==> config.mk <==
export PLATFORM = sky130hd
export DESIGN_NAME = sevenseg_capture
export DESIGN_NICKNAME = d
export VERILOG_FILES = /design/src/rtl/sevenseg_capture.sv
export SDC_FILE = /design/constraint.sdc
export NUM_CORES = 1
export LEC_CHECK = 0
export BUFFER_PORTS_ARGS = -buffer_cell sky130_fd_sc_hd__buf_2
export CAP_MARGIN = 0
export CORE_ASPECT_RATIO = 1.75
export CORE_MARGIN = 3
export CORE_UTILIZATION = 52
export DETAILED_ROUTE_END_ITERATION = 7
export GPL_TIMING_DRIVEN = 0
export PLACE_DENSITY_LB_ADDON = 0.15
export SYNTH_ARGS = -nofsm -noshare
export SYNTH_HDL_FRONTEND = slang
export SYNTH_SLANG_ARGS = --single-unit
==> constraint.sdc <==
create_clock -name clk -period 1.9 [get_ports clk]
set_clock_uncertainty 0.05 [all_clocks]
set_input_delay 0.095 -clock clk [delete_from_list [all_inputs] [get_ports clk]]
set_output_delay 0.095 -clock clk [all_outputs]
set_load 0.01 [all_outputs]
==> src/rtl/sevenseg_capture.sv <==
// sevenseg_capture: samples a scanned 7-segment display and rebuilds N-digit hex frames.
// Define SEVENSEG_CAPTURE_RAW_EN to add frame_raw, the raw accepted segment pattern per digit.
module sevenseg_capture #(
  parameter int N             = 2,
  parameter int STABLE_CYCLES = 3
) (
  input  logic         clk,
  input  logic         reset,
  input  logic [6:0]   seg_in,
  input  logic [N-1:0] dig_in,
  input  logic         err_clr,
  output logic [3:0]   frame_value [N],
  output logic [N-1:0] frame_blank,
  output logic         frame_valid,
  output logic         err_multi,
  output logic         err_code
`ifdef SEVENSEG_CAPTURE_RAW_EN
  ,
  output logic [6:0]   frame_raw [N]
`endif
);

  localparam int CW = $clog2(STABLE_CYCLES + 1);
  localparam int SW = 7 + N;

  typedef enum logic {SETTLE, LOCKED} state_t;

  state_t         state, state_next;
  logic [6:0]     seg_s1, seg_s2;
  logic [N-1:0]   dig_s1, dig_s2;
  logic [SW-1:0]  s_cur, s_prev;
  logic           s_changed;
  logic [CW-1:0]  cnt, cnt_next;
  logic           eval;

  logic [N-1:0]   dig_low;
  logic           one_low, multi_low;
  logic           is_blank, code_ok;
  logic [3:0]     code_val;
  logic           store, set_multi, set_code, complete;

  logic [N-1:0]   seen, seen_next;
  logic [3:0]     work_val [N];
  logic [3:0]     work_val_next [N];
  logic [N-1:0]   work_blank, work_blank_next;

  assign s_cur     = {seg_s2, dig_s2};
  assign s_changed = (s_cur != s_prev);

  always_comb begin
    cnt_next = cnt;
    if (s_changed)
      cnt_next = CW'(1);
    else if (cnt != CW'(STABLE_CYCLES))
      cnt_next = cnt + CW'(1);
  end

  // A dwell is evaluated on the edge its run reaches STABLE_CYCLES; LOCKED blocks re-evaluation.
  always_comb begin
    state_next = state;
    eval       = 1'b0;
    case (state)
      SETTLE: begin
        if (cnt_next == CW'(STABLE_CYCLES)) begin
          eval       = 1'b1;
          state_next = LOCKED;
        end
      end
      LOCKED: begin
        if (s_changed)
          state_next = SETTLE;
      end
      default: state_next = SETTLE;
    endcase
  end

  always_ff @(posedge clk) begin
    if (!reset)
      state <= SETTLE;
    else
      state <= state_next;
  end

  assign dig_low   = ~dig_s2;
  assign multi_low = |(dig_low & (dig_low - N'(1)));
  assign one_low   = (|dig_low) && !multi_low;
  assign is_blank  = (seg_s2 == 7'h7F);

  always_comb begin
    code_ok  = 1'b1;
    code_val = 4'h0;
    case (seg_s2)
      7'h40: code_val = 4'h0;
      7'h79: code_val = 4'h1;
      7'h24: code_val = 4'h2;
      7'h30: code_val = 4'h3;
      7'h19: code_val = 4'h4;
      7'h12: code_val = 4'h5;
      7'h02: code_val = 4'h6;
      7'h78: code_val = 4'h7;
      7'h00: code_val = 4'h8;
      7'h10: code_val = 4'h9;
      7'h08: code_val = 4'hA;
      7'h03: code_val = 4'hB;
      7'h46: code_val = 4'hC;
      7'h21: code_val = 4'hD;
      7'h06: code_val = 4'hE;
      7'h0E: code_val = 4'hF;
      default: code_ok = 1'b0;
    endcase
  end

  assign store     = eval && one_low && (is_blank || code_ok);
  assign set_code  = eval && one_low && !is_blank && !code_ok;
  assign set_multi = eval && multi_low;
  assign seen_next = seen | (store ? dig_low : '0);
  assign complete  = store && (&seen_next);

  // Next working slots include this edge's store so a completing frame copies it too.
  always_comb begin
    for (int i = 0; i < N; i++) begin
      work_val_next[i] = work_val[i];
      if (store && dig_low[i])
        work_val_next[i] = is_blank ? 4'h0 : code_val;
    end
    work_blank_next = work_blank;
    if (store)
      work_blank_next = is_blank ? (work_blank | dig_low) : (work_blank & ~dig_low);
  end

  always_ff @(posedge clk) begin
    if (!reset) begin
      seg_s1      <= '1;
      seg_s2      <= '1;
      dig_s1      <= '1;
      dig_s2      <= '1;
      s_prev      <= '1;
      cnt         <= '0;
      seen        <= '0;
      work_blank  <= '0;
      frame_blank <= '0;
      frame_valid <= 1'b0;
      err_multi   <= 1'b0;
      err_code    <= 1'b0;
      for (int i = 0; i < N; i++) begin
        work_val[i]    <= 4'h0;
        frame_value[i] <= 4'h0;
      end
    end else begin
      seg_s1      <= seg_in;
      seg_s2      <= seg_s1;
      dig_s1      <= dig_in;
      dig_s2      <= dig_s1;
      s_prev      <= s_cur;
      cnt         <= cnt_next;
      seen        <= complete ? '0 : seen_next;
      work_blank  <= work_blank_next;
      frame_valid <= complete;
      err_multi   <= set_multi | (err_multi & ~err_clr);
      err_code    <= set_code | (err_code & ~err_clr);
      for (int i = 0; i < N; i++)
        work_val[i] <= work_val_next[i];
      if (complete) begin
        frame_blank <= work_blank_next;
        for (int i = 0; i < N; i++)
          frame_value[i] <= work_val_next[i];
      end
    end
  end

`ifdef SEVENSEG_CAPTURE_RAW_EN
  logic [6:0] work_raw [N];
  logic [6:0] work_raw_next [N];

  // Raw slots also capture rejected patterns, which never mark the digit as seen.
  always_comb begin
    for (int i = 0; i < N; i++) begin
      work_raw_next[i] = work_raw[i];
      if (eval && one_low && dig_low[i])
        work_raw_next[i] = seg_s2;
    end
  end

  always_ff @(posedge clk) begin
    if (!reset) begin
      for (int i = 0; i < N; i++) begin
        work_raw[i]  <= 7'h00;
        frame_raw[i] <= 7'h00;
      end
    end else begin
      for (int i = 0; i < N; i++)
        work_raw[i] <= work_raw_next[i];
      if (complete)
        for (int i = 0; i < N; i++)
          frame_raw[i] <= work_raw_next[i];
    end
  end
`endif

endmodule

==> out/results.ini <==
[logic_synthesis]
ys_top_cells_by_area=dfxtp_1 44%, mux2i_1 8.0%, nand2b_1 6.8%
synth_cells=268
seq_area_frac_synth_pct=44.2
async_flop_share_pct=0
syn_avg_cell_area_um2=9.29
synth_seq_cells=55
synth.distinct_cells=49
syn_area_um2=2490
yosysTopAreaCell=dfxtp_1
yosysTopAreaCellShare_pct=44.2
ys.flop_type=dfxtp_1
syn-num-nets=281
synth_edf_count=0
yosysWarnings=0

[power_and_ir_drop]
power.leakage_nw=1.36
ir_worst_vdd_uv=587
power_mw=2.06
p_per_area_nw_per_um2=662

[setup_path]
ff2ff_path_depth=7
arrival_ns=2.06
endpoint_kind=register
worstSetupPathType=register to register
cp-start-kind=register
cp.required_ns=2.04
worst-path-max-fanout=10

[placement]
place_congestion=0.869
dpl_cell_area_um2=2670
hpwl_mm=3.63
dp.cells=343
portBuffers=24

[route]
vias_per_cell=5.56
ant_nets=0
dr_total_vias=2062
first_iter_violations=64
remaining_drc_errors=0
wl_per_cell_um=14.6
drt-total-wl_mm=5.42
first_pass_iters=4

[die]
core_um2=4520
row_count=32
fp.dieW_um=58.3
io_pins=25
die_h_um=97.5
die_area_um2=5690
start_util_pct=55.0

[job]
maxCapViolCount=0

[min_path]
min_path_cells=3
hp-class=input pin to register

[timing]
finalSetupViolCount=5
slew_violations=0
fin_ws_ns=-0.0223
tightest_slew_ns=0.578
max_freq_mhz=520
slew_headroom_pct=61.5
final.period_utilization_pct=101
rsz0062_at_grt=yes
hold_viol_final=0
final_period_minus_worst_setup_slack_ns=1.92
hold_ws_ns=0.0605

[clock_tree]
clock-sinks=55
htreeDepth=2
cts_root_buffer=clkbuf_8
cts_tree=yes
cts.path.max_buffers=2
clk_pin_slew_ns=0.09
insertion_delay_ns=0.31
cts_buffers=5

[final_layout]
n_antenna_cell=0
nets=332
layout_commonest_cell=dfxtp_1
design_area_um2=3110
fin_util_pct=68.7
drive_above_1_share_pct=25.9
final_cells=371
syn2layout_area_growth_pct=24.8
fillers=385
final_cell_mix=46 x dfxtp_1, 36 x nand2_1, 27 x nand2b_1

[global_route]
grt_use_total_pct=19.8
grt-ovfl-total=0
antenna_found_initial=0
grt_pass1_vias=1975
grt_max_degree=16
grt_first_pass_wirelength_mm=8.94

[outcome]
outcome=complete, but fails checks
violations=setup timing

[through the flow]
step | TNS [ns] | worst slack (ns)
finish | -0.0894 | -0.0223
global route | -1.78 | -0.142
global placement | -7.21 | -0.363
detailed placement | -7.66 | -0.378
CTS | -1.96 | -0.131
floorplan | 0 | 0.0504
[repair_timing]
action	CTS	global route
endpoints found under the setup margin	25	28
pin swaps	7	11
hold buffers	10	0
hold endpoints to repair	10	0
setup buffers	9	5
resized for setup	16	31
cloned	0	1
[cells in the mapped netlist (2+ instances only)]
cell type / count
o21ai_0: 11
nor2_1: 11
o2111ai_1: 2
nand2_1: 36
o21bai_1: 6
nor4b_1: 2
o2111a_1: 2
clkbuf_1: 12
buf_4: 2
or3_1: 3
nand3_1: 4
xnor2_1: 9
dfxtp_1: 55
and4b_1: 2
nor3_1: 4
xor2_1: 2
o311ai_0: 2
a211oi_1: 2
inv_1: 6
nor3b_1: 2
o211a_1: 2
nor2b_1: 3
buf_6: 2
buf_2: 6
mux2i_1: 20
nand4_1: 4
nand2b_1: 27
o22ai_1: 2
and2_1: 3
a21oi_1: 3
a22oi_1: 3
[cell families after synthesis]
group / share of synthesized area (%)
compound gates: 13.4
xor+xnor: 3.87
fa+ha+maj: 0.502
buf+inv: 5.43
flops: 44.2
mux: 8.04
simple gates: 24.5
[routing by layer]
layer	wire length, um	GRT usage [%]
met5	0	0
met4	106	10.5
met3	169	3.19
met2	2980	34.6
met1	2170	21.9
[power breakdown]
| group | switching [mW] | internal, mW |
|---|---|---|
| registers | 0.0255 | 1.18 |
| logic | 0.120 | 0.117 |
| clock network | 0.358 | 0.260 |
| total | 0.504 | 1.55 |
[final timing paths]
| kind | slack, ns | startpoint | end |
|---|---|---|---|
| min | 0.06 | reset | err_multi |
| max reg2reg | -0.02 | seg_s2[5] | work_blank[0] |
| max | -0.02 | seg_s2[5] | work_blank[0] |
| min reg2reg | 0.36 | dig_s1[0] | dig_s2[0] |
[sequential cells by signal, summed over array words and instances, names as in the netlist, 7 cells and up]
name / count
work_val: 8
s_prev: 9
seg_s2: 7
frame_value: 8
seg_s1: 7
[critical path, stage by stage, from the launching register on]
cell and delay, ns:
dfxtp_2 0.34, buf_6 0.14, nor4b_4 0.21, a22oi_2 0.13
o311ai_4 0.35, buf_4 0.19, o2111ai_4 0.21, mux2i_1 0.17
[area by class of cell]
| class | instances | area, um2 | share of cell area [%] |
|---|---|---|---|
| Multi-Input combinational cell | 185 | 1360 | 43.8 |
| Sequential cell | 55 | 1120 | 36.0 |
| Timing Repair Buffer | 49 | 337 | 10.8 |
| Buffer | 17 | 120 | 3.86 |
| Clock buffer | 7 | 76.3 | 2.46 |
| Tap cell | 51 | 63.8 | 2.05 |
| Inverter | 6 | 26.3 | 0.845 |
| Clock inverter | 1 | 5.00 | 0.161 |
Note: power is estimated with default switching activity, not from simulation.
